## src/rtl/ex_mem_stage_buffer_pkg.sv

```systemverilog
// Shared definitions for the EX/MEM stage buffer: default widths, FSM encoding,
// control-bundle bit positions and the overflow-trap helper.
package ex_mem_stage_buffer_pkg;

    localparam int DEF_DATA_WIDTH     = 32;
    localparam int DEF_REG_ADDR_WIDTH = 5;

    typedef enum logic [1:0] {
        ST_EMPTY = 2'b00,
        ST_ONE   = 2'b01,
        ST_FULL  = 2'b10
    } buf_state_e;

    localparam int CTL_MEM_READ   = 0;
    localparam int CTL_MEM_WRITE  = 1;
    localparam int CTL_REG_WRITE  = 2;
    localparam int CTL_MEM_TO_REG = 3;
    localparam int CTL_EXCEPTION  = 4;
    localparam int CTL_WIDTH      = 5;

    function automatic logic [CTL_WIDTH-1:0] pack_ctl(
        input logic mem_read,
        input logic mem_write,
        input logic reg_write,
        input logic mem_to_reg
    );
        logic [CTL_WIDTH-1:0] ctl;
        ctl                 = '0;
        ctl[CTL_MEM_READ]   = mem_read;
        ctl[CTL_MEM_WRITE]  = mem_write;
        ctl[CTL_REG_WRITE]  = reg_write;
        ctl[CTL_MEM_TO_REG] = mem_to_reg;
        return ctl;
    endfunction

    // An overflowing result must not update architectural state.
    function automatic logic [CTL_WIDTH-1:0] trap_ctl(
        input logic [CTL_WIDTH-1:0] ctl,
        input logic                 ovf
    );
        logic [CTL_WIDTH-1:0] res;
        res = ctl;
        if (ovf) begin
            res[CTL_REG_WRITE] = 1'b0;
            res[CTL_MEM_WRITE] = 1'b0;
            res[CTL_EXCEPTION] = 1'b1;
        end
        return res;
    endfunction

endpackage

```

## src/rtl/ex_mem_stage_buffer_pipe_payload_reg.sv

```systemverilog
// Enable-loaded payload register with asynchronous active-high clear.
module pipe_payload_reg #(
    parameter int WIDTH = 8
) (
    input  logic             clk,
    input  logic             rst,
    input  logic             load_i,
    input  logic [WIDTH-1:0] d_i,
    output logic [WIDTH-1:0] q_o
);

    logic [WIDTH-1:0] data_q;

    always_ff @(posedge clk or posedge rst) begin
        if (rst) begin
            data_q <= '0;
        end else if (load_i) begin
            data_q <= d_i;
        end
    end

    assign q_o = data_q;

endmodule

```

## src/rtl/ex_mem_stage_buffer.sv

```systemverilog
// Two-entry elastic buffer between execute and memory stages (head + skid).
// Build option: OVERFLOW_TRAP_EN turns an ALU overflow into a squashed, flagged entry.
module ex_mem_stage_buffer
    import ex_mem_stage_buffer_pkg::*;
#(
    parameter int DATA_WIDTH     = DEF_DATA_WIDTH,
    parameter int REG_ADDR_WIDTH = DEF_REG_ADDR_WIDTH
) (
    input  logic                      clk,
    input  logic                      reset,
    input  logic                      flush,
    input  logic                      in_valid,
    output logic                      in_ready,
    input  logic [DATA_WIDTH-1:0]     alu_result,
    input  logic                      alu_zero,
    input  logic                      alu_overflow,
    input  logic [DATA_WIDTH-1:0]     store_data,
    input  logic [REG_ADDR_WIDTH-1:0] dest_reg,
    input  logic                      mem_read,
    input  logic                      mem_write,
    input  logic                      reg_write,
    input  logic                      mem_to_reg,
    output logic                      out_valid,
    input  logic                      out_ready,
    output logic [DATA_WIDTH-1:0]     out_result,
    output logic                      out_zero,
    output logic [DATA_WIDTH-1:0]     out_store_data,
    output logic [REG_ADDR_WIDTH-1:0] out_dest_reg,
    output logic                      out_mem_read,
    output logic                      out_mem_write,
    output logic                      out_reg_write,
    output logic                      out_mem_to_reg,
    output logic                      out_exception,
    output logic [1:0]                state_dbg
);

    localparam int DEST_LSB  = CTL_WIDTH;
    localparam int STORE_LSB = DEST_LSB + REG_ADDR_WIDTH;
    localparam int ZERO_BIT  = STORE_LSB + DATA_WIDTH;
    localparam int RES_LSB   = ZERO_BIT + 1;
    localparam int PAY_W     = RES_LSB + DATA_WIDTH;

    // Handshake: a beat transfers on a side only when valid and ready are both
    // high at the rising edge; in_ready is registered and low only in FULL, and
    // a flush in the same cycle discards any input beat and drops both entries.
    buf_state_e state_q, state_d;
    logic       in_ready_q, in_ready_d;
    logic       accept, take, pop;
    logic       head_load, skid_load, head_from_skid;

    logic [CTL_WIDTH-1:0] in_ctl;
    logic [PAY_W-1:0]     in_payload, head_d, head_q, skid_q;
    logic [CTL_WIDTH-1:0] head_ctl;

    assign accept = in_valid & in_ready_q;
    assign take   = accept & ~flush;
    assign pop    = out_valid & out_ready;

    always_ff @(posedge clk or posedge reset) begin
        if (reset) begin
            state_q    <= ST_EMPTY;
            in_ready_q <= 1'b0;
        end else begin
            state_q    <= state_d;
            in_ready_q <= in_ready_d;
        end
    end

    always_comb begin
        state_d = state_q;
        if (flush) begin
            state_d = ST_EMPTY;
        end else begin
            case (state_q)
                ST_EMPTY: if (take) state_d = ST_ONE;
                ST_ONE: begin
                    if (take && !pop)      state_d = ST_FULL;
                    else if (pop && !take) state_d = ST_EMPTY;
                end
                ST_FULL:  if (pop) state_d = ST_ONE;
                default:  state_d = ST_EMPTY;
            endcase
        end
    end

    assign in_ready_d = (state_d != ST_FULL);

    always_comb begin
        head_load      = 1'b0;
        skid_load      = 1'b0;
        head_from_skid = 1'b0;
        case (state_q)
            ST_EMPTY: head_load = take;
            ST_ONE: begin
                head_load = take & pop;
                skid_load = take & ~pop;
            end
            ST_FULL: begin
                head_load      = pop & ~flush;
                head_from_skid = 1'b1;
            end
            default: ;
        endcase
    end

    assign out_valid = (state_q != ST_EMPTY);
    assign in_ready  = in_ready_q;
    assign state_dbg = state_q;

`ifdef OVERFLOW_TRAP_EN
    assign in_ctl = trap_ctl(pack_ctl(mem_read, mem_write, reg_write, mem_to_reg), alu_overflow);
`else
    assign in_ctl = pack_ctl(mem_read, mem_write, reg_write, mem_to_reg);
`endif

    assign in_payload = {alu_result, alu_zero, store_data, dest_reg, in_ctl};
    assign head_d     = head_from_skid ? skid_q : in_payload;

    pipe_payload_reg #(.WIDTH(PAY_W)) u_head (
        .clk    (clk),
        .rst    (reset),
        .load_i (head_load),
        .d_i    (head_d),
        .q_o    (head_q)
    );

    pipe_payload_reg #(.WIDTH(PAY_W)) u_skid (
        .clk    (clk),
        .rst    (reset),
        .load_i (skid_load),
        .d_i    (in_payload),
        .q_o    (skid_q)
    );

    assign head_ctl       = head_q[CTL_WIDTH-1:0];
    assign out_result     = head_q[RES_LSB +: DATA_WIDTH];
    assign out_zero       = head_q[ZERO_BIT];
    assign out_store_data = head_q[STORE_LSB +: DATA_WIDTH];
    assign out_dest_reg   = head_q[DEST_LSB +: REG_ADDR_WIDTH];

    // Controls are qualified by out_valid so a stale head never writes.
    assign out_mem_read   = out_valid & head_ctl[CTL_MEM_READ];
    assign out_mem_write  = out_valid & head_ctl[CTL_MEM_WRITE];
    assign out_reg_write  = out_valid & head_ctl[CTL_REG_WRITE];
    assign out_mem_to_reg = out_valid & head_ctl[CTL_MEM_TO_REG];

`ifdef OVERFLOW_TRAP_EN
    assign out_exception  = out_valid & head_ctl[CTL_EXCEPTION];
`else
    assign out_exception  = 1'b0;
    logic unused_ovf;
    assign unused_ovf = alu_overflow ^ head_ctl[CTL_EXCEPTION];
`endif

endmodule

```

## config.mk

```make
export PLATFORM = sky130hd
export DESIGN_NAME = ex_mem_stage_buffer
export DESIGN_NICKNAME = d
export VERILOG_FILES = /design/src/rtl/ex_mem_stage_buffer_pkg.sv /design/src/rtl/ex_mem_stage_buffer_pipe_payload_reg.sv /design/src/rtl/ex_mem_stage_buffer.sv
export SDC_FILE = /design/constraint.sdc
export NUM_CORES = 1
export LEC_CHECK = 0
export CAP_MARGIN = 20
export CORE_MARGIN = 2
export CORE_UTILIZATION = 50
export DETAILED_ROUTE_END_ITERATION = 16
export PLACE_DENSITY = 0.89
export REMOVE_ABC_BUFFERS = 1
export SLEW_MARGIN = 20
export SYNTH_ARGS = -nofsm -noshare
export SYNTH_HDL_FRONTEND = slang
export SYNTH_SLANG_ARGS = --single-unit
```

## constraint.sdc

```tcl
create_clock -name clk -period 11.9 [get_ports clk]
set_input_delay 2.38 -clock clk [delete_from_list [all_inputs] [get_ports clk]]
set_output_delay 2.38 -clock clk [all_outputs]
set_load 0.01 [all_outputs]
```

======== Word-level counts from Yosys, hierarchy flattened ========
Index checks and enable logic that the tools add are counted.
word-level totals
  flip-flop bits (word level) ............. 152
  input port bits ......................... 80
  output and inout port bits .............. 79
  logic and storage cells ................. 35
cells by class
  equal/unequal tests ..................... 3
  multiplexer cells ....................... 10
  bitwise gates (word level) .............. 12
  reduce and logical (&&, ||, !) cells .... 6
operators by type and width
  cell                                           number
  two-way mux 75 bit                             1
  AND 1 bit                                      10
  two-way mux 2 bit                              5
  case mux 2 bit (3 select lines)                1
  case mux 1 bit (3 select lines)                1
  == test 2 x 1 -> 1 bit, second input constant  1
  == test 2 bit, second input constant           1
  logical AND 1 bit                              2
  logical NOT 1 bit                              2
  logical NOT 2 bit                              1
  two-way mux 1 bit                              2
  != test 2 bit, second input constant           1
  inverter 1 bit                                 2
  nonzero test 2 bit                             1

======== Logic depth before layout (Yosys ltp) ========
Gate-level depths: netlist (run 1).
  depth after elaboration ................. 9
  gate-level depth with buffers ........... 9
  mapped depth without buffers ............ 6

======== Hierarchy ========
A second synthesis (run 1) with hierarchy kept.
second synthesis, totals
  cell total of the unflattened synthesis .. 440
  area, all modules ....................... 7206.9 um2
by module, submodules not included
  module               instances  cells each  area each (um2)  sequential area each (um2)
  pipe_payload_reg     2          159         2990.4           1876.8
  ex_mem_stage_buffer  1          122         1226.2           75.1

======== Least setup slack after synthesis (run 1) ========
Ideal clock, no wire load.
  path kind ............................... input to register
  from .................................... in in_valid
  to ...................................... reg u_skid.data_q[0] (netlist: u_skid.q_o[0])
  setup time .............................. 0.125 ns
  data arrival time ....................... 3.482 ns
  data required time ...................... 11.775 ns
  path slack .............................. 8.293 ns
  cell stages on the path ................. 5
  buffers on the path ..................... 2
  cells stage by stage .................... nand2_1 nor3_1 buf_2 buf_4 mux2_2
between the ends
  longest elaborated chain between the ends .. 4
ends and longest elaborated chain
  item                  RTL line                                    source
  from (decl)           ex_mem_stage_buffer.sv:12                   input logic in_valid,
  AND 1 bit             ex_mem_stage_buffer.sv:55                   assign accept = in_valid & in_ready_q;
  AND 1 bit             ex_mem_stage_buffer.sv:56                   assign take = accept & ~flush;
  AND 1 bit             ex_mem_stage_buffer.sv:96                   skid_load = take & ~pop;
  two-way mux 1 bit     ex_mem_stage_buffer.sv:92                   case (state_q)
  to (signal assigned)  ex_mem_stage_buffer_pipe_payload_reg.sv:18  data_q <= d_i;
  to (decl)             ex_mem_stage_buffer_pipe_payload_reg.sv:12  logic [WIDTH-1:0] data_q;
Every way passes these cells.
A chain may end at the register's enable or synchronous reset.

======== Final worst setup path (run 1) ========
  from .................................... reg state_q[0] (netlist: state_dbg[0])
  to ...................................... out out_mem_read
between the ends
  longest elaborated chain between the ends .. 2
ends and longest elaborated chain
  item                    RTL line                    source
  from (decl)             ex_mem_stage_buffer.sv:46   buf_state_e state_q, state_d;
  from (signal assigned)  ex_mem_stage_buffer.sv:64   state_q <= state_d;
  nonzero test 2 bit      ex_mem_stage_buffer.sv:106  assign out_valid = (state_q != ST_EMPTY);
  AND 1 bit               ex_mem_stage_buffer.sv:142  assign out_mem_read = out_valid & head_ctl[CTL_MEM_READ];
  to (decl)               ex_mem_stage_buffer.sv:29   output logic out_mem_read,
Every way passes these cells.

==> results.md, run 1 <==
* HP Class: reg2reg
* Largest stage delay on the critical path at approximately 0.57 ns
* NumNets Final at approximately 750
* Core area at 13800 um^2
* Initial Util at 50.7%
* XOR/XNOR share of the synthesized area at 0%
* Post-synthesis async set-or-reset flop share at 100%
* Vias/cell at ~5.2
* Root Driver: clkbuf_16
* Reg-to-reg setup timing slack at around 9.0 ns
* Slowest-stage cell, CP: clkdlybuf4s50_1
* Main combinational cell family by area after synthesis: multiplexers
* Chip Width at 122 um
* Status: complete, no violations
* Syn Std Cell Area at around 7000 um^2
* Final setup viols at 0
* Overflow after GRT at 0
* Vias in the first global route at 4697
* Depth of the worst register-to-register path at 7
* Global-route usage over all layers at approximately a fifth
* CTS sink count at around 150
* Total design power at around 1.6 mW
* Top cell type's share of synthesized area at between 50% and 60%
* Max Slew Vio Count at 0
* Mapped Cells at 587
* DRC at 0
* #FFs+latches synth at between 150 and 200
* # hold bufs at CTS at 0
* Post-CTS Resized at 0
* Cell taking the most area after synthesis: dfrtp_1
* Post-CTS Setup Bufs at 0
* R2r endpoint: u_head.q_o[72]
* Largest net degree at the start of global routing at 87
* Leak Pwr at roughly 3.4 nW
* IO Count at between 150 and 200
* Maxcap violations at 0
* Detail Route Antenna Nets at 0
* CTS buffer count at 17
* Initial antenna violation count at 0
* Drt wl/cell at ~16 um
* Initial drt markers at 299
* Number of non-filler instances in the completed layout at between 800 and 900
* Area growth syn-to-layout at 24.0%
* Setup tns final at 0 ns
* Reg2Reg Launch Point: state_dbg[0]
* Share of cells above drive strength 1 at 16.9%
* Post-synthesis compound-gate area fraction at about 6.5%
* Startpoint types: flip-flop
* Final Hold Viols at 0
* Clk_skew at 0.00742 ns
* # port buffers at around 160
* CTS Buffer Depth at 2
* Adder-Cell Fraction of Synth Area at less than 1%
* Achievable Freq at 220 MHz
* Worst Setup End Kind: output port
* HPWL after detailed placement at just over 9000 um
* Chip height at about 120 um
* Final Critical Period at around 4.5 ns
* Worst Path Arrival at 2.16 ns
* Dpl cell area at around 8000 um^2
* Simple-Gate Fraction of Synth Area at 5.47%
* Placed Instances at ~830
* Mean cell area of the mapped netlist at 11.9 um^2
* Slew margin rel. at 43.6%
* DRT Wirelength at between 10000 and 15000 um
* Tcrit/Tclk final at 38.2%
* WS Path Type: reg2out
* Hold_sp: u_skid.q_o[5]
* Worst-Skew Late Latency at roughly 0.41 ns
* Fill cells at roughly 1.1k
* Post-synthesis mux area share at 22.5%
* Main synth FF type: dfrtp_1
* CTS tree: built
* RSZ-0062 raised after global routing: false
* First-pass GRT wire length at 22600 um
* RD Place Congestion at between 0.8 and 0.9
* Req. time, crit path at 9.52 ns
* Crit path cell chain: inv_1 -> ha_1 -> nor2b_1 -> clkdlybuf4s50_1
* Std cell rows at 43
* Number of flops mapped to enable cells by yosys at 0
* Hold path depth at 1
* Most area-consuming cells after synthesis: dfrtp_1 (54%), mux2_2 (12%), mux2i_1 (11%)
* Worst Path Max Fanout at 11
* DR pass1 iterations at 5
* Die area at 14900 um^2
* Worst Hold Path EP: u_skid.q_o[5]
* Synth Warn # at 0
* PD cells at around 190 nW/um^2
* Vias at roughly 4.5k
* H-tree levels at 4
* Worst Max-Slew Pin Slew at ~0.85 ns
* Peak VDD IR at about 0.00017 V
* Synth unique cells at 28
* Final Instance Area at about 8700 um^2
* Worst-path clk slew at 0.06 ns
* Register area share after synthesis at 54.1%
* N_diodes at 0
## stage by stage
stage | util (%) | hold WS (ns) | setup slack (ns)
after global routing | 62.9 | 0.515 | 7.25
after floorplan | - | 0.481 | 3.49
after global placement | 58.9 | 0.488 | 7.51
after detailed placement | 58.9 | 0.496 | 7.39
final | 62.9 | 0.506 | 7.36
after CTS | 62.8 | 0.508 | 7.36
## power by group
group          switching, mW  total, mW  leakage [nW]  internal (mW)
Clock                  0.194      0.488         0.268          0.294
Sequential            0.0802      0.746          1.75          0.665
Combinational          0.146      0.370          1.43          0.224
## layout make-up
type	count	area, um^2	area share [%]
multi-input combinational	328	2480	28.7
sequential	151	3780	43.6
timing repair buffer	162	1610	18.6
clock buffer	21	460	5.32
inverter	4	20.0	0.231
clock inverter	10	80.1	0.925
tap	180	225	2.60
## synthesized netlist by cell type, types with 2 or more instances
| master | count |
|---|---|
| a21oi_1 | 75 |
| ha_1 | 4 |
| mux2i_1 | 74 |
| nor3_1 | 2 |
| nor2b_1 | 6 |
| inv_1 | 4 |
| nor2_1 | 76 |
| nand2b_1 | 2 |
| mux2_2 | 74 |
| dfrtp_1 | 151 |
| buf_4 | 81 |
| clkbuf_1 | 7 |
| nand2_1 | 2 |
| buf_2 | 15 |
## critical path, delay by kind of cell, from the launching register on
family	cells	cell delay, ns
flops	1	0.46
buf+inv	2	0.71
simple gates	1	0.22
fa+ha+maj	1	0.35
## registers in the layout, indices dropped and copies added (netlist names)
| signal | count |
|---|---|
| in_ready | 1 |
| u_skid.q_o | 74 |
| u_head.q_o | 74 |
| state_dbg | 2 |
## kinds of logic after synthesis
logic type	Yosys count
flops	151
mux	148
buf+inv	108
simple gates	92
compound gates	83
fa+ha+maj	4
other cells	1
## metal layers
metal  vias up  part of all wire [%]  wire length, um  global-route usage, %
met5         -                     0                0                      0
met4         0                   2.0              273                   6.68
met3        26                   5.7              799                   5.99
met2       120                    53             7370                   33.8
met1      2218                    39             5490                   22.8
li1       2089                     -                -                      -
## worst max path at each step
stage            startpoint        endpoint  slack [ns]  depth (start not counted)
2_1_floorplan      in_valid   u_skid.q_o[0]        3.49                          3
3_3_place_gp      out_ready  u_head.q_o[43]        7.51                          5
3_5_place_dp      out_ready  u_head.q_o[74]        7.39                          6
4_1_cts        state_dbg[0]    out_mem_read        7.36                          4
5_1_grt        state_dbg[0]    out_mem_read        7.25                          4
6_report       state_dbg[0]    out_mem_read        7.36                          4
## layout by cell type (no fill, tap or decap), types with 2 or more instances in the layout
| master | n |
|---|---|
| dfrtp_1 | 151 |
| clkinvlp_4 | 2 |
| clkbuf_16 | 17 |
| mux2i_1 | 74 |
| clkdlybuf4s50_1 | 156 |
| clkbuf_1 | 2 |
| nand2b_1 | 2 |
| nand2_1 | 2 |
| mux2_2 | 74 |
| clkbuf_8 | 2 |
| nor2_1 | 76 |
| ha_1 | 3 |
| buf_4 | 5 |
| a21oi_1 | 75 |
| inv_1 | 3 |
| clkinv_2 | 7 |
| nor2b_1 | 6 |
Power figures use the tool's default switching activity.
==> run 2, diff against run 1 <==
--- a/config.mk
+++ b/config.mk
@@ -7,9 +7,9 @@
 export LEC_CHECK = 0
 export CAP_MARGIN = 20
 export CORE_MARGIN = 2
-export CORE_UTILIZATION = 50
+export CORE_UTILIZATION = 46
 export DETAILED_ROUTE_END_ITERATION = 16
-export PLACE_DENSITY = 0.89
+export PLACE_DENSITY = 0.86
 export REMOVE_ABC_BUFFERS = 1
 export SLEW_MARGIN = 20
 export SYNTH_ARGS = -nofsm -noshare
==> constraint.sdc (replaced) <==
create_clock -name clk -period 4 [get_ports clk]
set_input_delay 0.8 -clock clk [delete_from_list [all_inputs] [get_ports clk]]
set_output_delay 0.8 -clock clk [all_outputs]
set_load 0.01 [all_outputs]
==> results.md, run 2 (synthesized netlist as in run 1, its figures left out) <==
* Status: complete, no violations
* Final Instance Area at approximately 8700 um^2
* Hold_sp: u_skid.q_o[51]
* Slew margin rel. at 42.1%
* Vias in the first global route at roughly 4.8k
* Crit path launch: state_dbg[0]
* Core area at 15000 um^2
* Req. time, crit path at ~4.3 ns
* Post-CTS Setup Bufs at 0
* Peak VDD IR at roughly 0.00032 V
* Achievable Freq at 337 MHz
* Max Slew Vio Count at 0
* CTS buffer count at 17
* Initial Util at around 46%
* Global-route usage over all layers at 18.0%
* Share of cells above drive strength 1 at 17.0%
* Startpoint types: flip-flop
* Vias at ~4.4k
* Dpl cell area at between 8000 and 9000 um^2
* Placed Instances at 835
* Number of non-filler instances in the completed layout at roughly 870
* DR pass1 iterations at 5
* NumNets Final at between 700 and 800
* Final Hold Viols at 0
* DRC at 0
* CTS sink count at about 150
* DRT Wirelength at 14200 um
* Worst Path Arrival at approximately 3.3 ns
* HP Class: reg2reg
* Drt wl/cell at roughly 16 um
* IO Count at between 150 and 200
* Worst-path clk slew at ~0.06 ns
* Tcrit/Tclk final at about three quarters
* N_diodes at 0
* Final Critical Period at 2.97 ns
* PD cells at about 550 nW/um^2
* Root Driver: clkbuf_16
* Final setup viols at 0
* Crit path cell chain: inv_1 -> ha_4 -> nand2b_1 -> a2111oi_4 -> buf_4 -> nor2_1 -> a21oi_1
* Largest stage delay on the critical path at 0.72 ns
* Post-CTS Resized at 0
* Leak Pwr at 3.46 nW
* Clk_skew at just over 0.005 ns
* Commonest non-fill, non-tap cells in the layout: clkdlybuf4s50_1 (156), dfrtp_1 (151), nor2_1 (76)
* Worst Max-Slew Pin Slew at ~0.87 ns
* Area growth syn-to-layout at 24.9%
* Chip Width at between 100 and 150 um
* Reg2Reg Launch Point: state_dbg[0]
* Overflow after GRT at 0
* Initial antenna violation count at 0
* Worst Setup End Kind: flip-flop
* RD Place Congestion at approximately 0.73
* Die area at 16200 um^2
* Worst Path Max Fanout at 62
* Total design power at roughly 4.8 mW
* Worst-Skew Late Latency at around 0.40 ns
* First-pass GRT wire length at about 23000 um
* RSZ-0062 raised after global routing: false
* Final hold slack at slightly above 0.5 ns
* Std cell rows at 45
* Detail Route Antenna Nets at 0
* Commonest non-fill, non-tap cell in the layout: clkdlybuf4s50_1
* Vias/cell at just over 5
* H-tree levels at 4
* WS Path Type: reg2reg
* # port buffers at 156
* Initial drt markers at about 270
* CTS Buffer Depth at 2
* Slowest-stage cell, CP: ha_4
* Chip height at 127 um
* HPWL after detailed placement at ~9400 um
* CTS tree: built
* # hold bufs at CTS at 0
* Maxcap violations at 0
* Largest net degree at the start of global routing at between 80 and 90
[run 2: cell types whose count changed in the layout (fill, tap and decap cells not counted), sizes merged]
cell,change
buf,+2
clkbuf,+2
clkinv,-2
[run 2: per-layer routing]
layer  global-route usage, %  wire (um)  share of wire, %
met5                       0          0                 0
met2                    31.8       7300                51
met4                    7.43        355               2.5
met3                    3.85        525               3.7
met1                    21.5       6040                42
[run 2: metrics by stage]
step / setup WS, ns / utilization, % / setup TNS, ns
floorplan: -3.67 / - / -616.67
global placement: 1.17 / 54.3 / 0
detailed placement: 0.996 / 54.3 / 0
CTS: 0.984 / 58.0 / 0
global route: 0.807 / 58.0 / 0
finish: 1.03 / 58.0 / 0
[run 2: layout make-up]
cell class / count / area [um^2]
flip-flops and latches: 151 / 3780
fillers: 1199 / 6320
inverters: 4 / 20.0
clock inverters: 8 / 73.8
repair buffers: 164 / 1650
well taps: 188 / 235
clock buffers: 23 / 478
multi-input cells: 328 / 2480
[run 2: path summary, 6_finish.rpt]
path                                   to  slack (ns)  cells past startpoint
max                        u_head.q_o[10]        1.03                      7
min                        u_skid.q_o[51]        0.50                      1
max reg2reg                u_head.q_o[10]        1.03                      7
min reg2reg                u_skid.q_o[51]        0.50                      1
max in group asynchronous  u_head.q_o[51]        2.25                      3
min in group asynchronous   u_skid.q_o[3]        0.88                      2
[run 2: critical path: cells and delay by family (launching register included)]
family	cells	cell delay, ns
DFF	1	0.47
and+or+nand+nor	2	0.30
adders and majority gates	1	0.72
buffers and inverters	2	0.74
AOI/OAI and AO/OA	2	0.63
[run 2: power breakdown]
part	total [mW]	leakage [nW]	internal, mW	switching (mW)
Combinational	1.10	1.44	0.669	0.434
Sequential	2.22	1.75	1.98	0.242
Clock	1.48	0.269	0.898	0.577
